<file path="src/rtl/alu_pkg.sv">
// Shared types and constants for the ALU requester: opcodes, the buffered
// request record, the ALU's fixed latency and the requester FSM encoding.
package alu_pkg;

    typedef enum logic [3:0] {
        ALU_AND    = 4'b0000,
        ALU_OR     = 4'b0001,
        ALU_NOT    = 4'b0010,
        ALU_ADD    = 4'b0011,
        ALU_SUB    = 4'b0100,
        ALU_INC    = 4'b0101,
        ALU_SHL    = 4'b0110,
        ALU_SHR    = 4'b0111,
        ALU_POPCNT = 4'b1000
    } alu_op_t;

    // Width of the tag field carried through the request FIFO.
    localparam int unsigned REQ_TAG_W   = 4;
    localparam int unsigned ALU_LATENCY = 5;

    typedef struct packed {
        logic [63:0]          a;
        logic [63:0]          b;
        alu_op_t              op;
        logic [REQ_TAG_W-1:0] tag;
    } alu_req_t;

    typedef enum logic [1:0] {
        ST_IDLE  = 2'd0,
        ST_ISSUE = 2'd1,
        ST_WAIT  = 2'd2,
        ST_RESP  = 2'd3
    } req_state_t;

endpackage

</file>
<file path="src/rtl/alu_requester_if.sv">
// Request, ALU and response signals of the requester; slave is the requester's
// own view, master the view of the surrounding sequencer/ALU/consumer.
interface alu_requester_if #(
    parameter int unsigned TAG_W = 4
);
    logic             req_valid;
    logic             req_ready;
    logic [63:0]      req_a;
    logic [63:0]      req_b;
    logic [3:0]       req_op;
    logic [TAG_W-1:0] req_tag;

    logic             alu_valid;
    logic [63:0]      alu_a;
    logic [63:0]      alu_b;
    logic [3:0]       alu_op;
    logic [63:0]      alu_z;
    logic             alu_done;

    logic             rsp_valid;
    logic             rsp_ready;
    logic [63:0]      rsp_z;
    logic [TAG_W-1:0] rsp_tag;
    logic             rsp_err;
    logic             err_sticky;

    modport slave (
        input  req_valid, req_a, req_b, req_op, req_tag,
        output req_ready,
        output alu_valid, alu_a, alu_b, alu_op,
        input  alu_z, alu_done,
        output rsp_valid, rsp_z, rsp_tag, rsp_err, err_sticky,
        input  rsp_ready
    );

    modport master (
        output req_valid, req_a, req_b, req_op, req_tag,
        input  req_ready,
        input  alu_valid, alu_a, alu_b, alu_op,
        output alu_z, alu_done,
        input  rsp_valid, rsp_z, rsp_tag, rsp_err, err_sticky,
        output rsp_ready
    );
endinterface

</file>
<file path="src/rtl/sync_fifo.sv">
// Single-clock FIFO with wrap-bit pointers; the head entry is presented
// combinationally on rd_data_o whenever the FIFO is non-empty.
module sync_fifo #(
    parameter int unsigned WIDTH = 8,
    parameter int unsigned DEPTH = 4
) (
    input  logic             clk,
    input  logic             rst,
    input  logic             push_i,
    input  logic [WIDTH-1:0] wr_data_i,
    input  logic             pop_i,
    output logic [WIDTH-1:0] rd_data_o,
    output logic             full_o,
    output logic             empty_o
);
    localparam int unsigned AW = $clog2(DEPTH);

    logic [WIDTH-1:0] mem_q [DEPTH];
    logic [AW:0]      wr_ptr_q;
    logic [AW:0]      rd_ptr_q;
    logic             do_push_s;
    logic             do_pop_s;

    assign full_o    = (wr_ptr_q[AW] != rd_ptr_q[AW]) && (wr_ptr_q[AW-1:0] == rd_ptr_q[AW-1:0]);
    assign empty_o   = (wr_ptr_q == rd_ptr_q);
    assign do_push_s = push_i && !full_o;
    assign do_pop_s  = pop_i && !empty_o;
    assign rd_data_o = mem_q[rd_ptr_q[AW-1:0]];

    // Pointer update; the extra MSB distinguishes full from empty after wrap.
    always_ff @(posedge clk) begin
        if (rst) begin
            wr_ptr_q <= '0;
            rd_ptr_q <= '0;
        end else begin
            if (do_push_s) begin
                wr_ptr_q <= wr_ptr_q + 1'b1;
            end
            if (do_pop_s) begin
                rd_ptr_q <= rd_ptr_q + 1'b1;
            end
        end
    end

    // Storage write; contents need no reset since empty_o masks stale entries.
    always_ff @(posedge clk) begin
        if (do_push_s) begin
            mem_q[wr_ptr_q[AW-1:0]] <= wr_data_i;
        end
    end

endmodule

</file>
<file path="src/rtl/alu_requester.sv">
// Initiator for the multi-cycle ALU: buffers requests, issues them one at a
// time with a single-cycle valid pulse and returns tagged results in order.
module alu_requester
    import alu_pkg::*;
#(
    parameter int unsigned DEPTH   = 4,
    parameter int unsigned TAG_W   = REQ_TAG_W,
    parameter int unsigned TIMEOUT = 16
) (
    input  logic          clk,
    input  logic          rst,
    alu_requester_if.slave bus
);
    localparam int unsigned CNT_W = $clog2(TIMEOUT);
    localparam int unsigned REQ_W = $bits(alu_req_t);

    req_state_t       state_q;
    logic             alu_valid_q;
    logic             rsp_valid_q;
    logic [63:0]      rsp_z_q;
    logic [TAG_W-1:0] rsp_tag_q;
    logic             rsp_err_q;
    logic             err_sticky_q;
    logic [CNT_W-1:0] wait_cnt_q;

    alu_req_t         wr_req_s;
    alu_req_t         head_s;
    logic [REQ_W-1:0] head_bits_s;
    logic             full_s;
    logic             empty_s;
    logic             push_s;
    logic             pop_s;

    assign wr_req_s = '{a:   bus.req_a,
                        b:   bus.req_b,
                        op:  alu_op_t'(bus.req_op),
                        tag: REQ_TAG_W'(bus.req_tag)};
    assign push_s      = bus.req_valid && !full_s;
    assign pop_s       = (state_q == ST_ISSUE);
    assign head_s      = alu_req_t'(head_bits_s);

    sync_fifo #(
        .WIDTH (REQ_W),
        .DEPTH (DEPTH)
    ) u_fifo (
        .clk       (clk),
        .rst       (rst),
        .push_i    (push_s),
        .wr_data_i (wr_req_s),
        .pop_i     (pop_s),
        .rd_data_o (head_bits_s),
        .full_o    (full_s),
        .empty_o   (empty_s)
    );

    assign bus.req_ready  = !full_s;
    assign bus.alu_valid  = alu_valid_q;
    assign bus.alu_a      = head_s.a;
    assign bus.alu_b      = head_s.b;
    assign bus.alu_op     = head_s.op;
    assign bus.rsp_valid  = rsp_valid_q;
    assign bus.rsp_z      = rsp_z_q;
    assign bus.rsp_tag    = rsp_tag_q;
    assign bus.rsp_err    = rsp_err_q;
    assign bus.err_sticky = err_sticky_q;

    // Issue/wait/respond sequencer; alu_done is only honoured in ST_WAIT so a
    // strobe arriving after a timeout is silently dropped.
    always_ff @(posedge clk) begin
        if (rst) begin
            state_q      <= ST_IDLE;
            alu_valid_q  <= 1'b0;
            rsp_valid_q  <= 1'b0;
            rsp_z_q      <= 64'd0;
            rsp_tag_q    <= '0;
            rsp_err_q    <= 1'b0;
            err_sticky_q <= 1'b0;
            wait_cnt_q   <= '0;
        end else begin
            case (state_q)
                ST_IDLE: begin
                    if (!empty_s) begin
                        state_q     <= ST_ISSUE;
                        alu_valid_q <= 1'b1;
                    end else begin
                        alu_valid_q <= 1'b0;
                    end
                end
                ST_ISSUE: begin
                    alu_valid_q <= 1'b0;
                    rsp_tag_q   <= TAG_W'(head_s.tag);
                    wait_cnt_q  <= '0;
                    state_q     <= ST_WAIT;
                end
                ST_WAIT: begin
                    if (bus.alu_done) begin
                        rsp_z_q     <= bus.alu_z;
                        rsp_err_q   <= 1'b0;
                        rsp_valid_q <= 1'b1;
                        state_q     <= ST_RESP;
                    end else if (wait_cnt_q == CNT_W'(TIMEOUT - 1)) begin
                        rsp_z_q      <= 64'd0;
                        rsp_err_q    <= 1'b1;
                        err_sticky_q <= 1'b1;
                        rsp_valid_q  <= 1'b1;
                        state_q      <= ST_RESP;
                    end else begin
                        wait_cnt_q <= wait_cnt_q + CNT_W'(1);
                    end
                end
                ST_RESP: begin
                    if (bus.rsp_ready) begin
                        rsp_valid_q <= 1'b0;
                        state_q     <= ST_IDLE;
                    end else begin
                        rsp_valid_q <= 1'b1;
                    end
                end
                default: begin
                    state_q     <= ST_IDLE;
                    alu_valid_q <= 1'b0;
                    rsp_valid_q <= 1'b0;
                end
            endcase
        end
    end

endmodule

</file>
<file path="src/flat_wrapper.sv">
// flat-port wrapper written by rule: the top's interface ports become plain ports
module alu_requester_flat import alu_pkg::*;
#(
    parameter int unsigned DEPTH   = 4,
    parameter int unsigned TAG_W   = REQ_TAG_W,
    parameter int unsigned TIMEOUT = 16
)
  (clk, rst, bus_req_valid, bus_req_a, bus_req_b, bus_req_op, bus_req_tag, bus_req_ready, bus_alu_valid, bus_alu_a, bus_alu_b, bus_alu_op, bus_alu_z, bus_alu_done, bus_rsp_valid, bus_rsp_z, bus_rsp_tag, bus_rsp_err, bus_err_sticky, bus_rsp_ready);
  alu_requester_if #(.TAG_W(TAG_W)) bus_i ();
  input  logic clk;
  input  logic rst;
  input wire logic [$bits(bus_i.req_valid)-1:0] bus_req_valid;
  input wire logic [$bits(bus_i.req_a)-1:0] bus_req_a;
  input wire logic [$bits(bus_i.req_b)-1:0] bus_req_b;
  input wire logic [$bits(bus_i.req_op)-1:0] bus_req_op;
  input wire logic [$bits(bus_i.req_tag)-1:0] bus_req_tag;
  output wire logic [$bits(bus_i.req_ready)-1:0] bus_req_ready;
  output wire logic [$bits(bus_i.alu_valid)-1:0] bus_alu_valid;
  output wire logic [$bits(bus_i.alu_a)-1:0] bus_alu_a;
  output wire logic [$bits(bus_i.alu_b)-1:0] bus_alu_b;
  output wire logic [$bits(bus_i.alu_op)-1:0] bus_alu_op;
  input wire logic [$bits(bus_i.alu_z)-1:0] bus_alu_z;
  input wire logic [$bits(bus_i.alu_done)-1:0] bus_alu_done;
  output wire logic [$bits(bus_i.rsp_valid)-1:0] bus_rsp_valid;
  output wire logic [$bits(bus_i.rsp_z)-1:0] bus_rsp_z;
  output wire logic [$bits(bus_i.rsp_tag)-1:0] bus_rsp_tag;
  output wire logic [$bits(bus_i.rsp_err)-1:0] bus_rsp_err;
  output wire logic [$bits(bus_i.err_sticky)-1:0] bus_err_sticky;
  input wire logic [$bits(bus_i.rsp_ready)-1:0] bus_rsp_ready;
  assign bus_i.req_valid = bus_req_valid;
  assign bus_i.req_a = bus_req_a;
  assign bus_i.req_b = bus_req_b;
  assign bus_i.req_op = bus_req_op;
  assign bus_i.req_tag = bus_req_tag;
  assign bus_req_ready = bus_i.req_ready;
  assign bus_alu_valid = bus_i.alu_valid;
  assign bus_alu_a = bus_i.alu_a;
  assign bus_alu_b = bus_i.alu_b;
  assign bus_alu_op = bus_i.alu_op;
  assign bus_i.alu_z = bus_alu_z;
  assign bus_i.alu_done = bus_alu_done;
  assign bus_rsp_valid = bus_i.rsp_valid;
  assign bus_rsp_z = bus_i.rsp_z;
  assign bus_rsp_tag = bus_i.rsp_tag;
  assign bus_rsp_err = bus_i.rsp_err;
  assign bus_err_sticky = bus_i.err_sticky;
  assign bus_i.rsp_ready = bus_rsp_ready;
  alu_requester #(.DEPTH(DEPTH), .TAG_W(TAG_W), .TIMEOUT(TIMEOUT)) u_core (.clk(clk), .rst(rst), .bus(bus_i));
endmodule
</file>
<file path="config.mk">
export PLATFORM = sky130hd
export DESIGN_NAME = alu_requester_flat
export DESIGN_NICKNAME = d
export VERILOG_FILES = /design/src/rtl/alu_pkg.sv /design/src/rtl/alu_requester_if.sv /design/src/rtl/sync_fifo.sv /design/src/rtl/alu_requester.sv /design/src/flat_wrapper.sv
export SDC_FILE = /design/constraint.sdc
export NUM_CORES = 1
export LEC_CHECK = 0
export BUFFER_PORTS_ARGS = -buffer_cell sky130_fd_sc_hd__clkbuf_2
export CAP_MARGIN = 30
export CORE_UTILIZATION = 50
export DETAILED_ROUTE_END_ITERATION = 8
export MAX_ROUTING_LAYER = met4
export PLACE_DENSITY_LB_ADDON = 0.3
export SYNTH_ARGS = -nofsm -noshare
export SYNTH_HDL_FRONTEND = slang
export SYNTH_HIERARCHICAL = 1
export SYNTH_SLANG_ARGS = --single-unit
</file>
<file path="constraint.sdc">
create_clock -name clk -period 10.9 [get_ports clk]
set_input_delay 2.725 -clock clk [delete_from_list [all_inputs] [get_ports clk]]
set_output_delay 2.725 -clock clk [all_outputs]
set_load 0.1 [all_outputs]
</file>
# Word level (Yosys, flattened, before mapping)
# Memories as Yosys holds them, arrays and structs flattened. A register that Yosys moved wholly into a read port is not among the register bits.
# Index checks and enable logic that the tools add are counted.
classes:
  addsub: 3
  n_eq_ne: 12
  n_mux: 21
  bitwise_logic: 1
  n_reduce_logical: 16
ops:
  columns: ["op", "count"]
  rows:
  - ["$mux W64", 2]
  - ["$mux W2", 6]
  - ["$reduce_and A3 Y1", 3]
  - ["$mux W4", 2]
  - ["$ne A2 B2 Y1 const B", 4]
  - ["$pmux W2 S4", 1]
  - ["$pmux W4 S2", 1]
  - ["$reduce_bool A2 Y1", 4]
  - ["$mux W1", 7]
  - ["$add A3 B1 Y3 const B", 2]
  - ["$add A4 B1 Y4 const B", 1]
  - ["$eq A2 B2 Y1 const B", 2]
  - ["$eq A4 B4 Y1 const B", 1]
  - ["$logic_and A1 B1 Y1", 4]
  - ["$pmux W1 S2", 2]
  - ["$reduce_and A2 Y1", 2]
  - ["$eq A3 B3 Y1", 1]
  - ["$ne A3 B2 Y1 const B", 1]
  - ["$eq A2 B1 Y1 const B", 1]
  - ["$eq A2 B2 Y1", 1]
  - ["$logic_not A1 Y1", 2]
  - ["$logic_not A2 Y1", 1]
  - ["$ne A1 B1 Y1", 1]
  - ["$not A1 Y1", 1]
totals:
  register_bits: 84
  ramBits: 544
  in_bits: 205
  output_inout_bits: 205
  word_cells: 64
  memories: 1
memory_table:
  columns: ["name", "depth", "width", "read_ports", "rd_ports_with_merged_regs", "write_ports", "line", "rtl"]
  rows:
  - ["u_core.u_fifo.mem_q", 4, 136, 1, 1, 1, "sync_fifo.sv:18", "logic [WIDTH-1:0] mem_q [DEPTH];"]

# Logic depth before layout (Yosys ltp)
# Gate-level depths: netlist of run 1.
logic_depth:
  ltp_word: 7
  mapped_depth: 8
  ltp_nobuf: 7

# Hierarchy
# The synthesis of run 1 kept the hierarchy.
modules_own_cells:
  columns: ["module", "instances", "cells_per_inst", "area_each_um2", "seq_area_each_um2"]
  rows:
  - ["sync_fifo", 1, 778, 20154.3, 16495.8]
  - ["alu_requester", 1, 218, 2666.3, 1561.5]

# Worst setup path before layout of run 1
# OpenSTA, ideal clock, no wires.
synth_path:
  path_kind: "input to register"
  startpoint: "input port bus_req_valid"
  endpoint: "memory u_core/u_fifo/mem_q[3][0] in the netlist's numbering (enable)"
  setup_time_ns: 0.712
  arrival_time_ns: 9.934
  t_required_ns: 10.188
  slack_ns: 0.255
  stages: 3
  path_buffers: 0
  cell_sequence: "nor2b_1 > nand2_1 > a31oi_1"
synth_between:
  elab_chain_len: 4
synth_lines:
  columns: ["item", "line", "rtl"]
  rows:
  - ["start, declared", "flat_wrapper.sv:12", "input wire logic [$bits(bus_i.req_valid)-1:0] bus_req_valid;"]
  - ["$logic_and A1 B1 Y1", "alu_requester.sv:38", "assign push_s = bus.req_valid && !full_s;"]
  - ["$logic_and A1 B1 Y1", "sync_fifo.sv:26", "assign do_push_s = push_i && !full_o;"]
  - ["$mux W1", "sync_fifo.sv:47", "if (do_push_s) begin"]
  - ["$mux W1 (implied by the code)", "sync_fifo.sv:48", "mem_q[wr_ptr_q[AW-1:0]] <= wr_data_i;"]
  - ["end, declared", "sync_fifo.sv:18", null]
# Every way passes these cells.

==> impl_metrics.json, run 1 <==
{
  "status": "completed",
  "grt_max_degree": 108,
  "r2r_end": "u_core/u_fifo/mem_q[1][28]",
  "coreArea_um2": 44600,
  "critPathMaxFanout": 107,
  "antenna_found_initial": 5,
  "cts_setup_buffers": 0,
  "hold_buffers": 0,
  "synthTopCellsByArea": "edfxtp_1, mux4_2, dfxtp_1, a22o_1, ha_1",
  "synthArstFlopShare": 0,
  "synth_flop_cell": "edfxtp_1",
  "worstHoldPathCells": 2,
  "worstPathArrival_ns": 3.27,
  "finalHoldViolations": 0,
  "synth_top_area_share": 0.716,
  "worstSetupEndpoint": "bus_alu_a[17]",
  "hold-worst-slack_ns": 0.463,
  "placementRows": 77,
  "cts_tree": "done",
  "dp_slack_ns": 4.88,
  "cts_resized": 0,
  "ir_worst_vdd_v": 0.000163,
  "end_kind": "output port",
  "drtPass1Iterations": 5,
  "htreeDepth": 2,
  "synth_compound_area_frac": 0.0361,
  "critical_path_required_ns": 8.18,
  "start_util": 0.512,
  "crit_path_top_delay_cell": "dfxtp_4",
  "synthDistinctLibCells": 43,
  "worst_slew_pin_slew_ns": 0.972,
  "dp_cells": 1964,
  "grt_setup_unrepaired": "no",
  "route.detailed.drc": 0,
  "synth_edf_count": 544,
  "io_pins": 410,
  "crit_family": "buffers and inverters",
  "start_kind": "register",
  "drv_cap": 0,
  "yosysSeqAreaShare": 0.791,
  "yosysMostFrequentCell": "edfxtp_1",
  "layout-drive-gt1-share": 0.447,
  "portBuffers": 409,
  "grt_usage": 0.209,
  "path_clk_slew_ns": 0.06,
  "grt_pass1_wl_mm": 70.5,
  "overflow": 0,
  "power_density_nw_per_um2": 285,
  "synth_warnings": 6,
  "fin_cells": 2081,
  "numCtsBuffers": 59,
  "power_leakage_nw": 9.75,
  "clk_latency_ns": 0.60,
  "slew-limit-headroom": 0.352,
  "hpwl_mm": 29.7,
  "synth-simple-area-share": 0.0123,
  "die-area_um2": 46500,
  "wl_per_cell_um": 22.4,
  "via_per_inst": 5.51,
  "skew_ns": 0.0178,
  "muxShareOfSynthArea": 0.136,
  "antenna_left": 0,
  "crit_buf_inv": 2,
  "syn_area_um2": 22800,
  "vias": 11500,
  "r2r_start": "u_core/u_fifo/wr_ptr_q[1]",
  "place_area_um2": 25500,
  "syn_inst": 996,
  "drtIter0Drc": 829,
  "clockRootBuffer": "clkbuf_16",
  "grt_pass1_vias": 11800,
  "fin_ws_ns": 4.91,
  "synth_area_leader_cell": "edfxtp_1",
  "synthXorXnorAreaFrac": 0.00230,
  "synthAdderAreaFrac": 0.00603,
  "netlist_top_cells_count": "edfxtp_1, mux4_2, dfxtp_1, a22o_1, buf_2",
  "final.fill_count": 3132,
  "max_freq_mhz": 167,
  "fin_crit_ns": 5.99,
  "min_path_type": "reg2reg",
  "clockBufferDepth": 3,
  "synth_top_family_by_area": "multiplexers",
  "path_depth": 3,
  "tns_ns": 0,
  "setup_violations": 0,
  "syn_area_per_cell_um2": 22.9,
  "fin_nets": 1650,
  "die_w_um": 216,
  "routed_wl_mm": 46.7,
  "synthesis.nets": 1212,
  "fin_crit_sh": 0.550,
  "clock-sinks": 630,
  "crit_type": "reg2out",
  "r2r_cells": 9,
  "cpPeakStageDelay_ns": 0.76,
  "synthToLayoutAreaGrowth_pct": 21.0,
  "floorplan.die.height_um": 216,
  "gp_congestion": 0.875,
  "slew_viol_final": 0,
  "crit_chain": "buf_12, mux4_2, clkbuf_2",
  "ys_seq_elements": 630,
  "final_area_um2": 27600,
  "r2r_setup_slack_ns": 6.63
}
[worst min-delay path by stage]
| stage | start | endpoint | slack (ns) |
|---|---|---|---|
| 2_1_floorplan | u_core/state_q[1] | u_core/state_q[1] | 0.49 |
| 3_3_place_gp | u_core/bus.rsp_valid | u_core/bus.rsp_valid | 0.44 |
| 3_5_place_dp | u_core/bus.rsp_valid | u_core/bus.rsp_valid | 0.46 |
| 4_1_cts | u_core/bus.rsp_valid | u_core/bus.rsp_valid | 0.47 |
| 5_1_grt | u_core/bus.rsp_valid | u_core/bus.rsp_valid | 0.49 |
| 6_report | u_core/bus.rsp_valid | u_core/bus.rsp_valid | 0.46 |
[layout by cell type (no fill, tap or decap), drive strengths merged, types with 6 or more instances in the layout]
master  Yosys  final
edfxtp    544    544
clkbuf      4    480
mux4      136    136
dfxtp      86     86
a22o       64     64
clkinv      0     26
buf        46     18
ha         11     11
bufinv      0     10
inv         8      9
nor2        9      9
a21oi       9      9
nand2       7      7
o211ai      7      7
nand3       6      6
[cell families after synthesis]
family / after synthesis
adders and majority gates: 11
and+or+nand+nor: 49
xor gates and xnor gates: 6
AOI/OAI and AO/OA: 101
muxes: 141
DFF: 630
buffers and inverters: 58
[tightest hold or removal path, delay by kind of cell (launching register included)]
family          cells  cell delay (ns)
buf+inv             1             0.05
compound gates      1             0.05
flops               1             0.31
[area by class of cell]
type                    count  area [um^2]  share of cell area
repair buffers            427         2290              0.0831
inverters                   8         30.0             0.00109
clock inverters            40          465              0.0169
flip-flops and latches    630        18100               0.654
well taps                 592          741              0.0268
multi-input cells         308         4430               0.161
clock buffers              71         1570              0.0570
diodes                      5         12.5            0.000453
[state kept, by name, indices dropped and copies added (netlist names), named ones only]
name,cells
u_core/bus.rsp_z,64
u_core/u_fifo/rd_ptr_q,3
u_core/wait_cnt_q,4
u_core/bus.err_sticky,1
u_core/u_fifo/mem_q,544
u_core/bus.rsp_err,1
u_core/bus.rsp_valid,1
u_core/state_q,2
u_core/u_fifo/wr_ptr_q,3
u_core/bus.alu_valid,1
u_core/bus.rsp_tag,4
[metal layers]
layer  vias to the layer above  routed length, um  GRT usage  share of wire
met5                         -                  0          -              0
met4                         0               1150     0.0676          0.025
met3                        69               3530     0.0490          0.075
met2                       465              22800      0.325           0.49
met1                      5847              19200      0.274           0.41
li1                       5085                  -          -              -
[where the power goes]
part	total [mW]	switching (mW)	internal, mW
registers	3.12	0.110	3.01
clock network	2.12	0.850	1.27
logic	2.64	2.13	0.511
[metrics by stage]
step | total power [mW] | utilization
floorplan | 5.38 | -
global route | 8.14 | 0.619
global placement | 5.79 | 0.570
finish | 7.88 | 0.619
CTS | 7.95 | 0.618
detailed placement | 5.83 | 0.572
No activity file was read; power rests on OpenSTA's default activity.
==> inputs of run 2 (changes only) <==
--- a/config.mk
+++ b/config.mk
@@ -7,7 +7,7 @@
 export LEC_CHECK = 0
 export BUFFER_PORTS_ARGS = -buffer_cell sky130_fd_sc_hd__clkbuf_2
 export CAP_MARGIN = 30
-export CORE_UTILIZATION = 50
+export CORE_UTILIZATION = 55
 export DETAILED_ROUTE_END_ITERATION = 8
 export MAX_ROUTING_LAYER = met4
 export PLACE_DENSITY_LB_ADDON = 0.3
==> constraint.sdc (replaced) <==
create_clock -name clk -period 6.3 [get_ports clk]
set_input_delay 1.575 -clock clk [delete_from_list [all_inputs] [get_ports clk]]
set_output_delay 1.575 -clock clk [all_outputs]
set_load 0.1 [all_outputs]
==> run 2 against run 1 <==
Final area shrank 0.30%. Hold slack gained 0.00073 ns. Utilization grew 5.5 points. Die area shrank 9.0%. Clock skew grew 0.0058 ns. Wire length shrank 4.4%. Flip-flop and latch count is the same. Largest cell class unchanged.
==> impl_metrics.json, run 2 (same netlist as run 1, synthesis figures left out) <==
{
  "via_per_inst": 5.64,
  "portBuffers": 409,
  "fin_nets": 1654,
  "start_util": 0.559,
  "status": "completed",
  "slew-limit-headroom": 0.367,
  "p_total_mw": 13.5,
  "drtIter0Drc": 768,
  "wl_per_cell_um": 22.0,
  "fin_cells": 2027,
  "setup_violations": 0,
  "grt_usage": 0.220,
  "antenna_left": 0,
  "htreeDepth": 2,
  "gp_congestion": 0.769,
  "clock-sinks": 630,
  "clk_latency_ns": 0.61,
  "drtPass1Iterations": 5,
  "die_w_um": 206,
  "worstPathArrival_ns": 2.98,
  "hpwl_mm": 28.2,
  "cts_setup_buffers": 0,
  "r2r_cells": 8,
  "layout_common_cells": "edfxtp_1, clkbuf_2, mux4_2",
  "grt_max_degree": 65,
  "crit_type": "reg2out",
  "power_density_nw_per_um2": 492,
  "clockRootBuffer": "clkbuf_16",
  "worst_slew_pin_slew_ns": 0.949,
  "place_area_um2": 25500,
  "final_area_um2": 27500,
  "synthToLayoutAreaGrowth_pct": 20.6,
  "min_path_type": "reg2reg",
  "critPathMaxFanout": 61,
  "ir_worst_vdd_v": 0.000446,
  "path_clk_slew_ns": 0.06,
  "grt_setup_unrepaired": "no",
  "tns_ns": 0,
  "vias": 11400,
  "fin_crit_ns": 4.55,
  "clockBufferDepth": 3,
  "route.detailed.drc": 0,
  "drv_cap": 0,
  "multi_input_area_um2": 4430,
  "numCtsBuffers": 60,
  "dp_cells": 1905,
  "die-area_um2": 42300,
  "cts_tree": "done",
  "grt_pass1_vias": 11500,
  "hold_buffers": 0,
  "floorplan.die.height_um": 206,
  "routed_wl_mm": 44.7,
  "cts_resized": 0,
  "overflow": 0,
  "finalHoldViolations": 0,
  "layout-drive-gt1-share": 0.445,
  "critical_path_required_ns": 4.72,
  "grt_pass1_wl_mm": 66.8,
  "layout_commonest_cell": "edfxtp_1",
  "slew_viol_final": 0,
  "largest_reg_flops": 544,
  "final.fill_count": 2653,
  "io_pins": 410,
  "start_kind": "register",
  "fin_crit_sh": 0.723,
  "power_leakage_nw": 9.74,
  "coreArea_um2": 40800,
  "placementRows": 74,
  "max_freq_mhz": 220,
  "antenna_found_initial": 7,
  "regArea_um2": 18100,
  "end_kind": "output port",
  "worstHoldPathCells": 2,
  "skew_ns": 0.0236
}
-- run 2: cell count changes in the layout (fill, tap and decap cells not counted), moves of 2 or more --
| cell | change |
|---|---|
| clkinv_1 | +3 |
| buf_12 | +4 |
| clkbuf_1 | +2 |
| inv_6 | +3 |
| diode_2 | +3 |
| bufinv_16 | -3 |
| clkinv_2 | -4 |
| clkinv_8 | -2 |
-- run 2: worst paths after layout --
check / slack (ns) / to / from
hold reg to reg: 0.46 / u_core/bus.rsp_valid / u_core/bus.rsp_valid
setup reg to reg: 2.88 / u_core/u_fifo/mem_q[1][85] / u_core/u_fifo/wr_ptr_q[1]
hold / removal: 0.46 / u_core/bus.rsp_valid / u_core/bus.rsp_valid
setup / recovery: 1.75 / bus_alu_b[47] / register
-- run 2: layout make-up --
cell class / count / area share
clock buffers: 74 / 0.0584
diodes: 8 / 0.000727
flip-flops and latches: 630 / 0.656
multi-input cells: 308 / 0.161
well taps: 532 / 0.0242
repair buffers: 430 / 0.0853
clock inverters: 37 / 0.0132
inverters: 8 / 0.00109
-- run 2: layer usage --
metal | GRT usage | up-vias | share of wire
met3 | 0.0705 | 67 | 0.090
li1 | - | 5115 | -
met2 | 0.319 | 397 | 0.47
met4 | 0.0585 | 0 | 0.019
met1 | 0.303 | 5858 | 0.42
met5 | - | - | 0
-- run 2: worst max-delay path, cell delays in order, from the launching register on --
cell and delay [ns]:
dfxtp_4 0.96, buf_4 0.56, mux4_2 0.43, clkbuf_2 0.40
-- run 2: metrics by stage --
stage / setup slack [ns] / hold WS (ns) / utilization
final: 1.75 / 0.464 / 0.674
after global routing: 1.58 / 0.495 / 0.674
after CTS: 1.51 / 0.462 / 0.672
after detailed placement: 2.17 / 0.449 / 0.624
after global placement: 2.20 / 0.454 / 0.623
after floorplan: 0.530 / 0.485 / -
-- run 2: report_power, final --
part / switching [mW] / internal [mW] / total, mW
clock network: 1.46 / 2.09 / 3.55
registers: 0.179 / 5.20 / 5.38
logic: 3.70 / 0.908 / 4.61
==> inputs of run 3 (changes only) <==
--- a/config.mk
+++ b/config.mk
@@ -7,7 +7,7 @@
 export LEC_CHECK = 0
 export BUFFER_PORTS_ARGS = -buffer_cell sky130_fd_sc_hd__clkbuf_2
 export CAP_MARGIN = 30
-export CORE_UTILIZATION = 55
+export CORE_UTILIZATION = 50
 export DETAILED_ROUTE_END_ITERATION = 8
 export MAX_ROUTING_LAYER = met4
 export PLACE_DENSITY_LB_ADDON = 0.3
==> constraint.sdc (replaced) <==
create_clock -name clk -period 3.8 [get_ports clk]
set_input_delay 0.95 -clock clk [delete_from_list [all_inputs] [get_ports clk]]
set_output_delay 0.95 -clock clk [all_outputs]
set_load 0.1 [all_outputs]
==> run 3 against run 2 <==
Combinational power grew 66%. Clock power grew 68%. Global-route usage shrank 1.5 points. Critical path type unchanged. Via count shrank 0.29%. Critical path depth grew 2. Register-to-register slack lost 2.0 ns. Highest routed layer unchanged. Cell count grew 2.9%. First-iteration DRC count grew 7.6%. Clock skew grew 0.00057 ns.
==> impl_metrics.json, run 3 (same netlist as run 1, synthesis figures left out) <==
{
  "status": "completed",
  "htreeDepth": 2,
  "grt_max_degree": 72,
  "layout_commonest_cell": "edfxtp_1",
  "slew_viol_final": 0,
  "vias": 11400,
  "slew-limit-headroom": 0.497,
  "r2r_start": "u_core/u_fifo/wr_ptr_q[1]",
  "regArea_um2": 18100,
  "setup_violations": 0,
  "placementRows": 77,
  "start_util": 0.512,
  "portBuffers": 409,
  "largest_reg_flops": 544,
  "cts_setup_buffers": 0,
  "power_density_nw_per_um2": 813,
  "ir_worst_vdd_v": 0.000646,
  "overflow": 0,
  "cpPeakStageDelay_ns": 0.63,
  "fin_nets": 1656,
  "finalHoldViolations": 0,
  "crit_path_top_delay_cell": "xnor2_1",
  "fin_crit_ns": 3.57,
  "drtIter0Drc": 826,
  "final.fill_count": 3104,
  "clockBufferDepth": 3,
  "clockRootBuffer": "clkbuf_16",
  "max_freq_mhz": 280,
  "die-area_um2": 46500,
  "antenna_left": 0,
  "hpwl_mm": 28.9,
  "cts_tree": "done",
  "wl_per_cell_um": 21.7,
  "r2r_cells": 8,
  "fin_crit_sh": 0.940,
  "layout-drive-gt1-share": 0.446,
  "path_clk_slew_ns": 0.06,
  "grt_pass1_wl_mm": 69.5,
  "r2r_end": "u_core/u_fifo/mem_q[2][32]",
  "top_layer_used": "met4",
  "crit_chain": "xnor2_1, nand2_1, nor2_1, inv_1, clkbuf_2",
  "worst_slew_pin_slew_ns": 0.749,
  "synthToLayoutAreaGrowth_pct": 21.3,
  "antenna_found_initial": 2,
  "power_leakage_nw": 9.77,
  "clock-sinks": 630,
  "cts_resized": 0,
  "critPathMaxFanout": 8,
  "p_total_mw": 22.5,
  "routed-wl-met3_mm": 3.01,
  "clk_latency_ns": 0.61,
  "route.detailed.drc": 0,
  "drv_cap": 0,
  "r2r_setup_slack_ns": 0.85,
  "critical_path_required_ns": 2.85,
  "io_pins": 410,
  "layout_common_cells": "edfxtp_1, clkbuf_2, mux4_2",
  "hold_buffers": 0,
  "grt_usage": 0.205,
  "start_kind": "register",
  "drtPass1Iterations": 5,
  "die_w_um": 216,
  "grt_pass1_vias": 11700,
  "grt_setup_unrepaired": "no",
  "met2WireLength_mm": 22.4,
  "wl_met1_mm": 18.6,
  "numCtsBuffers": 60,
  "multi_input_area_um2": 4440,
  "gp_congestion": 0.852,
  "final_util": 0.621,
  "critical_path.startpoint": "u_core/u_fifo/wr_ptr_q[0]",
  "coreArea_um2": 44600,
  "end_kind": "output port",
  "worstPathArrival_ns": 2.62,
  "crit_type": "reg2out",
  "worstSetupEndpoint": "bus_req_ready",
  "min_path_type": "reg2reg",
  "skew_ns": 0.0242,
  "via_per_inst": 5.47,
  "routed_wl_mm": 45.4,
  "floorplan.die.height_um": 216
}
==> run 3: cell types whose count changed in the layout (fill, tap and decap cells not counted), moves of 2 or more <==
cell and delta:
diode_2 -6, buf_12 +7, clkinv_8 +2, clkbuf_8 +3
clkbuf_16 +3, buf_16 -4, inv_6 -3, bufinv_16 -2
clkinv_2 -3, clkinv_1 -3, clkbuf_1 +6
==> run 3: where the power goes <==
part | internal, mW | switching, mW | total, mW
registers | 8.62 | 0.284 | 8.90
clock network | 3.53 | 2.42 | 5.95
logic | 1.51 | 6.14 | 7.65
total | 13.7 | 8.84 | 22.5
==> run 3: per-layer routing <==
layer | track usage | vias up
met2 | 0.322 | 460
met3 | 0.0424 | 82
li1 | - | 5096
met1 | 0.267 | 5766
met4 | 0.0714 | 0
met5 | - | -
==> run 3: cell type report <==
type	instances	share of cell area
clock inverters	28	0.0102
well taps	592	0.0268
repair buffers	432	0.0856
diodes	2	0.000181
flip-flops and latches	630	0.653
clock buffers	86	0.0631
inverters	8	0.00108
multi-input cells	308	0.161
==> run 3: how the worst min path moves through the flow <==
stage | startpoint | end | slack [ns] | depth (start not counted)
6_report | u_core/bus.rsp_valid | u_core/bus.rsp_valid | 0.47 | 2
5_1_grt | u_core/bus.rsp_z[54] | u_core/bus.rsp_z[54] | 0.49 | 1
4_1_cts | u_core/bus.rsp_valid | u_core/bus.rsp_valid | 0.47 | 2
3_5_place_dp | u_core/bus.rsp_valid | u_core/bus.rsp_valid | 0.46 | 2
3_3_place_gp | u_core/bus.rsp_valid | u_core/bus.rsp_valid | 0.45 | 2
2_1_floorplan | u_core/state_q[1] | u_core/state_q[1] | 0.49 | 2
==> run 3: through the flow <==
| step | hold WS, ns | setup slack (ns) | TNS, ns | area [um^2] | std cells |
|---|---|---|---|---|---|
| 2_1_floorplan | 0.485 | -0.212 | -28.85 | 22800 | 996 |
| 3_3_place_gp | 0.453 | 0.836 | 0 | 25600 | 1970 |
| 3_5_place_dp | 0.457 | 0.825 | 0 | 25600 | 1970 |
| 4_1_cts | 0.471 | 0.174 | 0 | 27700 | 2084 |
| 5_1_grt | 0.492 | 0.0743 | 0 | 27700 | 2086 |
| 6_report | 0.470 | 0.226 | 0 | 27700 | 2086 |
==> run 3: critical path, delay by kind of cell, from the launching register on <==
family / cells / cell delay [ns]
flip-flops: 1 / 0.38
XOR/XNOR: 1 / 0.63
buffers and inverters: 2 / 0.45
AND/OR/NAND/NOR: 2 / 0.57
